<file path="src/rtl/frame_dump_pkg.sv">
// Shared types and constants for the frame dump sequencer.
package frame_dump_pkg;

  typedef enum logic [2:0] {
    ST_IDLE  = 3'd0,
    ST_SYNC0 = 3'd1,
    ST_SYNC1 = 3'd2,
    ST_ADDR  = 3'd3,
    ST_LATCH = 3'd4,
    ST_SEND  = 3'd5,
    ST_CSUM  = 3'd6,
    ST_DONE  = 3'd7
  } state_e;

  localparam logic [7:0] DEF_SYNC0      = 8'hA5;
  localparam logic [7:0] DEF_SYNC1      = 8'h5A;
  localparam int         BYTES_PER_WORD = 4;

  // Modulo-256 running sum of payload bytes.
  function automatic logic [7:0] csum_add(input logic [7:0] acc, input logic [7:0] b);
    return acc + b;
  endfunction

endpackage

</file>
<file path="src/rtl/frame_dump_ctrl_uart_pacer.sv">
// Idle-gap pacer: a byte may be written only after the UART has been quiet
// for a full counter span.
module uart_pacer #(
  parameter int HOLDOFF_BITS = 13
) (
  input  logic clk,
  input  logic rst_n,
  input  logic uart_busy_i,
  input  logic uart_wr_o,
  output logic ready
);

  logic [HOLDOFF_BITS-1:0] cnt_r;

  // Holdoff counter: cleared by any UART activity, otherwise saturating up-count.
  always_ff @(posedge clk or negedge rst_n) begin
    if (!rst_n) begin
      cnt_r <= {HOLDOFF_BITS{1'b0}};
    end else if (uart_busy_i || uart_wr_o) begin
      cnt_r <= {HOLDOFF_BITS{1'b0}};
    end else if (!(&cnt_r)) begin
      cnt_r <= cnt_r + {{(HOLDOFF_BITS-1){1'b0}}, 1'b1};
    end else begin
      cnt_r <= cnt_r;
    end
  end

  assign ready = (&cnt_r) && !uart_busy_i && !uart_wr_o;

endmodule

</file>
<file path="src/rtl/frame_dump_ctrl.sv">
// Streams the downsampled buffer over the UART as sync header + MSB-first words.
// Optional trailing checksum byte when FRAME_DUMP_CHECKSUM_EN is defined.
module frame_dump_ctrl
  import frame_dump_pkg::*;
#(
  parameter int          WIDTH        = 40,
  parameter int          HEIGHT       = 30,
  parameter int          XW           = 6,
  parameter int          YW           = 5,
  parameter int          HOLDOFF_BITS = 13,
  parameter int          CONTINUOUS   = 1,
  parameter logic [7:0]  SYNC0        = DEF_SYNC0,
  parameter logic [7:0]  SYNC1        = DEF_SYNC1
) (
  input  logic          sys_clk_i,
  input  logic          sys_rst_n_i,
  input  logic          start_i,
  input  logic          abort_i,
  output logic [XW-1:0] read_x_o,
  output logic [YW-1:0] read_y_o,
  input  logic [31:0]   read_data_i,
  output logic          uart_wr_o,
  output logic [7:0]    uart_dat_o,
  input  logic          uart_busy_i,
  output logic          busy_o,
  output logic          frame_done_o
);

  state_e        state_r, state_s;
  logic [XW-1:0] x_r, x_s;
  logic [YW-1:0] y_r, y_s;
  logic [31:0]   shreg_r, shreg_s;
  logic [1:0]    idx_r, idx_s;
  logic          wr_r, wr_s;
  logic [7:0]    dat_r, dat_s;
  logic          done_r, done_s;
  logic          busy_r, busy_s;
  logic          ready_s;
  logic          last_x_s, last_y_s;
`ifdef FRAME_DUMP_CHECKSUM_EN
  logic [7:0]    csum_r, csum_s;
`endif

  uart_pacer #(.HOLDOFF_BITS(HOLDOFF_BITS)) u_pacer (
    .clk         (sys_clk_i),
    .rst_n       (sys_rst_n_i),
    .uart_busy_i (uart_busy_i),
    .uart_wr_o   (wr_r),
    .ready       (ready_s)
  );

  assign last_x_s = (x_r == XW'(WIDTH - 1));
  assign last_y_s = (y_r == YW'(HEIGHT - 1));

  // Next-state, address walk and next values of all registered outputs.
  always_comb begin
    state_s = state_r;
    x_s     = x_r;
    y_s     = y_r;
    shreg_s = shreg_r;
    idx_s   = idx_r;
    wr_s    = 1'b0;
    dat_s   = dat_r;
    done_s  = 1'b0;
`ifdef FRAME_DUMP_CHECKSUM_EN
    csum_s  = csum_r;
`endif
    if (abort_i && (state_r != ST_IDLE)) begin
      state_s = ST_IDLE;
      x_s     = {XW{1'b0}};
      y_s     = {YW{1'b0}};
    end else begin
      case (state_r)
        ST_IDLE: begin
          x_s = {XW{1'b0}};
          y_s = {YW{1'b0}};
          if (start_i || (CONTINUOUS != 0)) begin
            state_s = ST_SYNC0;
          end else begin
            state_s = ST_IDLE;
          end
        end
        ST_SYNC0: begin
`ifdef FRAME_DUMP_CHECKSUM_EN
          csum_s = 8'h00;
`endif
          if (ready_s) begin
            wr_s    = 1'b1;
            dat_s   = SYNC0;
            state_s = ST_SYNC1;
          end else begin
            state_s = ST_SYNC0;
          end
        end
        ST_SYNC1: begin
          if (ready_s) begin
            wr_s    = 1'b1;
            dat_s   = SYNC1;
            state_s = ST_ADDR;
          end else begin
            state_s = ST_SYNC1;
          end
        end
        // Address has been on the buffer port for this cycle; data lands next.
        ST_ADDR:  state_s = ST_LATCH;
        ST_LATCH: begin
          shreg_s = read_data_i;
          idx_s   = 2'd0;
          state_s = ST_SEND;
        end
        ST_SEND: begin
          if (ready_s) begin
            wr_s    = 1'b1;
            dat_s   = shreg_r[31:24];
            shreg_s = {shreg_r[23:0], 8'h00};
            idx_s   = idx_r + 2'd1;
`ifdef FRAME_DUMP_CHECKSUM_EN
            csum_s  = csum_add(csum_r, shreg_r[31:24]);
`endif
            if (idx_r == 2'(BYTES_PER_WORD - 1)) begin
              if (last_x_s && last_y_s) begin
`ifdef FRAME_DUMP_CHECKSUM_EN
                state_s = ST_CSUM;
`else
                state_s = ST_DONE;
`endif
              end else if (last_x_s) begin
                x_s     = {XW{1'b0}};
                y_s     = y_r + YW'(1);
                state_s = ST_ADDR;
              end else begin
                x_s     = x_r + XW'(1);
                state_s = ST_ADDR;
              end
            end else begin
              state_s = ST_SEND;
            end
          end else begin
            state_s = ST_SEND;
          end
        end
        ST_CSUM: begin
`ifdef FRAME_DUMP_CHECKSUM_EN
          if (ready_s) begin
            wr_s    = 1'b1;
            dat_s   = csum_r;
            state_s = ST_DONE;
          end else begin
            state_s = ST_CSUM;
          end
`else
          state_s = ST_IDLE;
`endif
        end
        ST_DONE: begin
          done_s  = 1'b1;
          state_s = ST_IDLE;
        end
        default: state_s = ST_IDLE;
      endcase
    end
    busy_s = (state_s != ST_IDLE);
  end

  // State, datapath and output registers.
  always_ff @(posedge sys_clk_i or negedge sys_rst_n_i) begin
    if (!sys_rst_n_i) begin
      state_r <= ST_IDLE;
      x_r     <= {XW{1'b0}};
      y_r     <= {YW{1'b0}};
      shreg_r <= 32'h0000_0000;
      idx_r   <= 2'd0;
      wr_r    <= 1'b0;
      dat_r   <= 8'h00;
      done_r  <= 1'b0;
      busy_r  <= 1'b0;
    end else begin
      state_r <= state_s;
      x_r     <= x_s;
      y_r     <= y_s;
      shreg_r <= shreg_s;
      idx_r   <= idx_s;
      wr_r    <= wr_s;
      dat_r   <= dat_s;
      done_r  <= done_s;
      busy_r  <= busy_s;
    end
  end

`ifdef FRAME_DUMP_CHECKSUM_EN
  // Payload checksum accumulator.
  always_ff @(posedge sys_clk_i or negedge sys_rst_n_i) begin
    if (!sys_rst_n_i) begin
      csum_r <= 8'h00;
    end else begin
      csum_r <= csum_s;
    end
  end
`endif

  assign read_x_o     = x_r;
  assign read_y_o     = y_r;
  assign uart_wr_o    = wr_r;
  assign uart_dat_o   = dat_r;
  assign busy_o       = busy_r;
  assign frame_done_o = done_r;

endmodule

</file>
<file path="config.mk">
export PLATFORM = sky130hd
export DESIGN_NAME = frame_dump_ctrl
export DESIGN_NICKNAME = d
export VERILOG_FILES = /design/src/rtl/frame_dump_pkg.sv /design/src/rtl/frame_dump_ctrl_uart_pacer.sv /design/src/rtl/frame_dump_ctrl.sv
export SDC_FILE = /design/constraint.sdc
export NUM_CORES = 1
export LEC_CHECK = 0
export ABC_AREA = 1
export CAP_MARGIN = 20
export CORE_MARGIN = 2
export CORE_UTILIZATION = 58
export DETAILED_ROUTE_END_ITERATION = 8
export PLACE_DENSITY = 0.82
export SLEW_MARGIN = 25
export SYNTH_ARGS = -nofsm -noshare
export SYNTH_HDL_FRONTEND = slang
export SYNTH_SLANG_ARGS = --single-unit
export TNS_END_PERCENT = 10
</file>
<file path="constraint.sdc">
create_clock -name sys_clk_i -period 3.8 [get_ports sys_clk_i]
set_input_delay 0.38 -clock sys_clk_i [delete_from_list [all_inputs] [get_ports sys_clk_i]]
set_output_delay 0.38 -clock sys_clk_i [all_outputs]
set_load 0.05 [all_outputs]
</file>
==> out/results.ini, run 1 <==
[yosys]
synth_cells = 411
ys_ff_latch = 72
syn_nets = 453
synth_commonest_cells = 121 x nand2_1, 72 x dfrtp_1, 31 x o21ai_0, 25 x inv_1, 24 x mux2i_1
synth_top_area_cell = dfrtp_1
syn_avg_cell_area_um2 = 8.79
ys.flop_type = dfrtp_1
ys_types = 31
synthArstFlopShare_pct = 100
synth_edf_count = 0
syn_area_mm2 = 0.00361
synthTopCellsByArea = dfrtp_1 50%, nand2_1 13%, mux2i_1 6.6%
synth.top_cell.area_share_pct = 49.8
yosysMostFrequentCell = nand2_1
ys_warn_count = 0
yosysSeqAreaShare_pct = 49.8

[setup_path]
crit_path_start_kind = register
crit_top_cell = nand2_2
cp_num_buf_inv = 0
crit_cells = 9
rrSetupSlack_ps = 1380
worstPathCellList = ha_1, nand2_1, nor2_2, nand2_2, nor2_8, nand2_4, nand2_2, nand3_4, o21ai_0
worstSetupEndpointType = register
critPathMaxFanout = 68
cp.required_ps = 4030
critPathTopFamily = simple AND/OR/NAND/NOR gates
reg2reg_depth = 9
cp_data_arrival_time_ps = 2650
rr_endpoint = shreg_r[11]
worstReg2RegStart = u_pacer.cnt_r[1]
critPathKind = reg -> reg
slowest_stage = nand3_4
crit_path_max_incr_delay_ps = 490

[pwr]
power_density_mw_per_mm2 = 343
peakVddDrop_mv = 0.232
p_leak_nw = 2.04

[global_routing]
grt_pass1_vias = 2864
grt_usage_pct = 22.7
antenna_found_initial = 0
gr-total-overflow = 0
grt_pass1_wl_um = 12800
grt_max_degree = 69

[placed_design]
place_ws_ps = 1460
gp_congestion = 0.840
hpwl_um = 4960
portBuffers = 57
dpl-instance-area_mm2 = 0.00421

[clock_tree]
cts_root_buffer = clkbuf_8
path_clk_slew_ps = 80
clock-sinks = 72
cts-hold-fix-buffers = 0
clkLatencyLatePin_ps = 340
cts_max_level = 3
cts_tree = built
cts_setup_buffers = 0
cts_resized = 0
numCtsBuffers = 9
clock_path_buffers = 2

[route]
ant_nets = 0
drt-total-wl_um = 7230
routedWlPerCell_um = 13.2
vias = 2956
routed.top_layer = met4
wl_met1_um = 3360
via_per_inst = 5.39
drtIter0Drc = 208
met3_length_um = 224
drt_pre_antenna_iters = 4
drc_errors = 0
wl_met2_um = 3530

[final_layout]
final_nets = 510
num_antenna_cells = 0
drive_gt1_share_pct = 10.1
regArea_mm2 = 0.00180
stdcell_area_mm2 = 0.00442
area_delta_synth_final_pct = 22.3
multi_input_area_mm2 = 0.00162
fillerInstances = 466

[floorplan]
die_x_um = 82.9
pin_count = 59
fp.dieArea_mm2 = 0.00688
fp.dieH_um = 82.9
rows = 28
initial_core_util_pct = 60.7
core_area_mm2 = 0.00596

[timing]
tns_ps = 0
finalSetupViolCount = 0
finalWorstSetupSlack_ps = 1380
slew_violations = 0
max_slew_margin_pct = 45.1
fmax_ghz = 0.414
fin_crit_sh_pct = 63.6
min_period_ps = 2420
rsz0062_at_grt = no
holdWs_ps = 123
worst_slew_pin_slew_ps = 823
hold_viol = 0
skew_ps = 11.9

[flow_run]
max-cap-violations = 0

[min_path]
hold_class = in -> async

[outcome]
status = complete, no violations

==> flip-flops by register name, indices dropped and copies added, names as in the netlist, 2 cells and up <==
register,cells
shreg_r,32
u_pacer.cnt_r,13
uart_dat_o,8
read_x_o,6
read_y_o,5
state_r,3
idx_r,2
==> cell type report <==
cell class,instances,area share (%)
clock inverters,5,1.84
multi-input cells,298,36.7
clock buffers,11,2.97
flip-flops and latches,72,40.8
inverters,27,2.29
repair buffers,60,13.3
well taps,75,2.12
==> power by group <==
group	switching, mW	internal (mW)	total, mW
Clock	0.283	0.370	0.653
Sequential	0.00407	0.770	0.774
Combinational	0.0444	0.0437	0.0881
Total	0.332	1.18	1.52
==> routing by layer <==
metal  track usage (%)  up-vias
met3              4.08       13
met4              8.94        0
met2              36.6       60
met5                 0        -
met1              30.9     1406
li1                  -     1477
==> stage by stage <==
step	util (%)	cells	power, mW
2_1_floorplan	-	411	0.818
6_report	74.2	548	1.52
5_1_grt	74.2	548	1.58
3_3_place_gp	70.6	532	0.875
4_1_cts	74.2	548	1.53
3_5_place_dp	70.6	532	0.877
==> worst max-delay path by stage <==
stage                     startpoint  slack (ps)           to
floorplan                read_x_o[0]        1850  read_x_o[4]
global placement         uart_busy_i        1520   shreg_r[7]
CTS                 u_pacer.cnt_r[1]        1390  shreg_r[11]
finish              u_pacer.cnt_r[1]        1380  shreg_r[11]
global route        u_pacer.cnt_r[1]        1110  shreg_r[11]
detailed placement       uart_busy_i        1460  shreg_r[11]
==> kinds of logic after synthesis <==
kind of cell	Yosys count	share of synthesized area (%)
AND/OR/NAND/NOR	192	24.0
AO/OA/AOI/OAI	75	12.0
flip-flops	72	49.8
buffers and inverters	41	5.30
multiplexers	24	6.65
adder cells (fa/ha/maj)	5	1.73
XOR/XNOR	2	0.485
==> worst reg2reg max path, cell delays in order (launching register included) <==
cell     delay [ps]
dfrtp_1         390
ha_1            240
nand2_1         120
nor2_2          150
nand2_2         130
nor2_8          160
nand2_4         130
nand2_2         100
nand3_4         490
o21ai_0         410
==> cell usage in the layout (no fill, tap or decap) <==
cell             synthesis  layout
mux2i_1                 24      24
a21oi_1                  8       8
o21a_1                   1       1
inv_2                    2       2
buf_4                    0       3
bufinv_16                0       2
clkinv_2                 0       1
nand3_4                  1       1
nand3b_1                 1       1
or2_2                    4       4
buf_2                    6       1
clkbuf_1                 4       2
o21ai_4                  1       1
nor2_2                   3       3
nor2_1                  18      18
nor2_4                   2       2
o21ai_1                 20      20
nand2_2                  5       5
nand2_4                  1       1
clkdlybuf4s50_1          0      56
ha_1                     5       5
o21ai_0                 31      31
clkinv_4                 0       1
xor2_1                   2       2
nand2_1                121     121
inv_1                   25      25
nor3b_1                  1       1
clkbuf_8                 0       9
nand4_1                 11      11
nor2_8                   1       1
o21bai_1                 2       2
dfrtp_1                 72      72
nor3_1                   3       3
a31oi_1                  2       2
clkinvlp_4               0       1
nand3_1                 20      20
o21ai_2                 10      10
(Power assumes the default switching activity.)
==> run 2, diff against run 1 <==
--- a/config.mk
+++ b/config.mk
@@ -8,9 +8,9 @@
 export ABC_AREA = 1
 export CAP_MARGIN = 20
 export CORE_MARGIN = 2
-export CORE_UTILIZATION = 58
+export CORE_UTILIZATION = 48
 export DETAILED_ROUTE_END_ITERATION = 8
-export PLACE_DENSITY = 0.82
+export PLACE_DENSITY = 0.72
 export SLEW_MARGIN = 25
 export SYNTH_ARGS = -nofsm -noshare
 export SYNTH_HDL_FRONTEND = slang
==> constraint.sdc (replaced) <==
create_clock -name sys_clk_i -period 2 [get_ports sys_clk_i]
set_input_delay 0.2 -clock sys_clk_i [delete_from_list [all_inputs] [get_ports sys_clk_i]]
set_output_delay 0.2 -clock sys_clk_i [all_outputs]
set_load 0.05 [all_outputs]
==> out/results.ini, run 2 (same netlist as run 1, synthesis figures left out) <==
[outcome]
status = complete, no violations

[clock_tree]
clock-sinks = 72  ; unchanged
cts_root_buffer = clkbuf_8
cts_max_level = 3  ; unchanged
path_clk_slew_ps = 70  ; about the same
numCtsBuffers = 9  ; unchanged
clock_path_buffers = 2  ; unchanged
clkLatencyLatePin_ps = 340  ; about the same
cts_tree = built
cts_setup_buffers = 0  ; unchanged

[route]
drc_errors = 0  ; unchanged
via_per_inst = 5.04  ; -6.6%
drt_pre_antenna_iters = 6  ; +2
vias = 2918  ; -1.3%
drtIter0Drc = 143  ; -31%
ant_nets = 0  ; unchanged
routedWlPerCell_um = 12.7  ; -4.1%
drt-total-wl_um = 7330  ; +1.3%

[timing]
max_slew_margin_pct = 66.7  ; +22 points
finalSetupViolCount = 0  ; unchanged
holdWs_ps = 312  ; +188 ps
hold_viol = 0  ; unchanged
fin_crit_sh_pct = 92.4  ; +29 points
tns_ps = 0  ; unchanged
fmax_ghz = 0.541  ; +31%
slew_violations = 0  ; unchanged
skew_ps = 8.29  ; -3.57 ps
min_period_ps = 1850  ; -569 ps
worst_slew_pin_slew_ps = 499  ; -325 ps

[global_routing]
antenna_found_initial = 0  ; unchanged
gr-total-overflow = 0  ; unchanged
grt_pass1_vias = 2783  ; -2.8%
grt_pass1_wl_um = 12600  ; -1.8%
grt_usage_pct = 18.9  ; -3.9 points
grt_max_degree = 69  ; unchanged

[setup_path]
worstSetupEndpointType = register
cp.required_ps = 2230  ; -1800 ps
critPathTopFamily = simple AND/OR/NAND/NOR gates
rr_endpoint = read_y_o[4]
crit_top_cell = nand2_1
worstReg2RegStart = u_pacer.cnt_r[0]
cp_num_buf_inv = 0  ; unchanged
critPathKind = reg -> reg
rrSetupSlack_ps = 150  ; -1230 ps
cp_data_arrival_time_ps = 2080  ; -570 ps
crit_path_start_kind = register
crit_path_max_incr_delay_ps = 380  ; -110 ps
worstPathCellList = ha_2, nand2_1, nor2_4, nand2_2, nor2_8, nand2_4, o21ai_4, nand3_1, nand2_1, nand2_1
reg2reg_depth = 10  ; +1
critPathMaxFanout = 10  ; -85%
slowest_stage = dfrtp_1

[flow_run]
max-cap-violations = 0  ; unchanged

[final_layout]
area_delta_synth_final_pct = 25.9
layout_common_cells = 121 x nand2_1, 72 x dfrtp_1, 56 x clkdlybuf4s50_1
num_antenna_cells = 0  ; unchanged
drive_gt1_share_pct = 11.7  ; +1.5 points
largest_reg_flops = 32  ; unchanged
final_common_cell = nand2_1
fillerInstances = 672  ; +44%
top_register = shreg_r
stdcell_area_mm2 = 0.00455  ; +2.9%
final_nets = 518  ; +1.6%

[pwr]
pwr-share-comb_pct = 6.2  ; +0.4 points
swShare_pct = 21.1  ; -0.74 points
p_leak_nw = 2.08  ; +2.1%
power_density_mw_per_mm2 = 627  ; +83%
p_int_mw = 2.25  ; +90%
seqPwrFrac_pct = 51.5  ; +0.4 points
peakVddDrop_mv = 0.350  ; +51%
p_sw_mw = 0.603  ; +82%
clkPwrFrac_pct = 42.3  ; -0.8 points

[placed_design]
gp_congestion = 0.835  ; -0.69%
hpwl_um = 5150  ; +3.9%
dpl-instance-area_mm2 = 0.00432  ; +2.6%
portBuffers = 57  ; unchanged

[floorplan]
fp.dieH_um = 90.8  ; +9.4%
die_x_um = 90.8  ; +9.4%
pin_count = 59  ; unchanged
core_area_mm2 = 0.00729  ; +22%
rows = 31  ; +11%
initial_core_util_pct = 49.6  ; -11 points
fp.dieArea_mm2 = 0.00824  ; +20%

[min_path]
hold_class = in -> async

[run 2: changes by cell type in the layout (fill, tap and decap cells not counted), sizes merged]
cell / change
buf: +7
clkbuf: +1
dlygate4sd3: +1
clkinv: -2
[run 2: stage by stage]
step | setup WS [ps] | utilization [%] | cells | power [mW]
CTS | 71.5 | 62.1 | 579 | 2.89
floorplan | 49.7 | - | 411 | 1.55
global placement | 143 | 59.2 | 563 | 1.67
detailed placement | 110 | 59.2 | 563 | 1.67
global route | -7.49 | 62.4 | 579 | 2.96
finish | 151 | 62.4 | 579 | 2.85
[run 2: how the worst max path moves through the flow]
stage                     slack (ps)             start  depth (start not counted)           to
after global placement           140  u_pacer.cnt_r[1]                         10  read_x_o[5]
after CTS                         70  u_pacer.cnt_r[0]                         10  read_x_o[2]
after detailed placement         110  u_pacer.cnt_r[0]                         10  read_x_o[1]
after floorplan                   50       read_x_o[0]                         10  read_x_o[4]
after global routing              -7       read_x_o[0]                          9  read_x_o[3]
final                            150  u_pacer.cnt_r[0]                         10  read_y_o[4]
[run 2: what timing repair did]
item,4_1_cts,5_1_grt
hold endpoints to repair,25,0
hold buffers,1,0
setup endpoints to repair,0,24
resized for setup,0,5
[run 2: area by class of cell]
| class | instances | area (um^2) | share of cell area [%] |
|---|---|---|---|
| Clock inverter | 3 | 67.6 | 1.49 |
| Multi-Input combinational cell | 298 | 1640 | 36.1 |
| Sequential cell | 72 | 1800 | 39.6 |
| Tap cell | 99 | 124 | 2.72 |
| Inverter | 27 | 101 | 2.23 |
| Clock buffer | 12 | 135 | 2.97 |
| Timing Repair Buffer | 68 | 678 | 14.9 |
[run 2: power groups by stage]
stage	combinational, mW	clock [mW]	sequential (mW)
CTS	0.177	1.24	1.47
global route	0.196	1.29	1.47
floorplan	0.0527	0	1.50
finish	0.176	1.21	1.47
detailed placement	0.175	0	1.50
global placement	0.173	0	1.50
[run 2: metal layers]
| layer | vias up | routed length [um] | global-route usage, % |
|---|---|---|---|
| met2 | 64 | 3510 | 30.3 |
| li1 | 1494 | - | - |
| met4 | 0 | 117 | 7.83 |
| met1 | 1353 | 3390 | 25.0 |
| met5 | - | 0 | 0 |
| met3 | 7 | 302 | 3.92 |
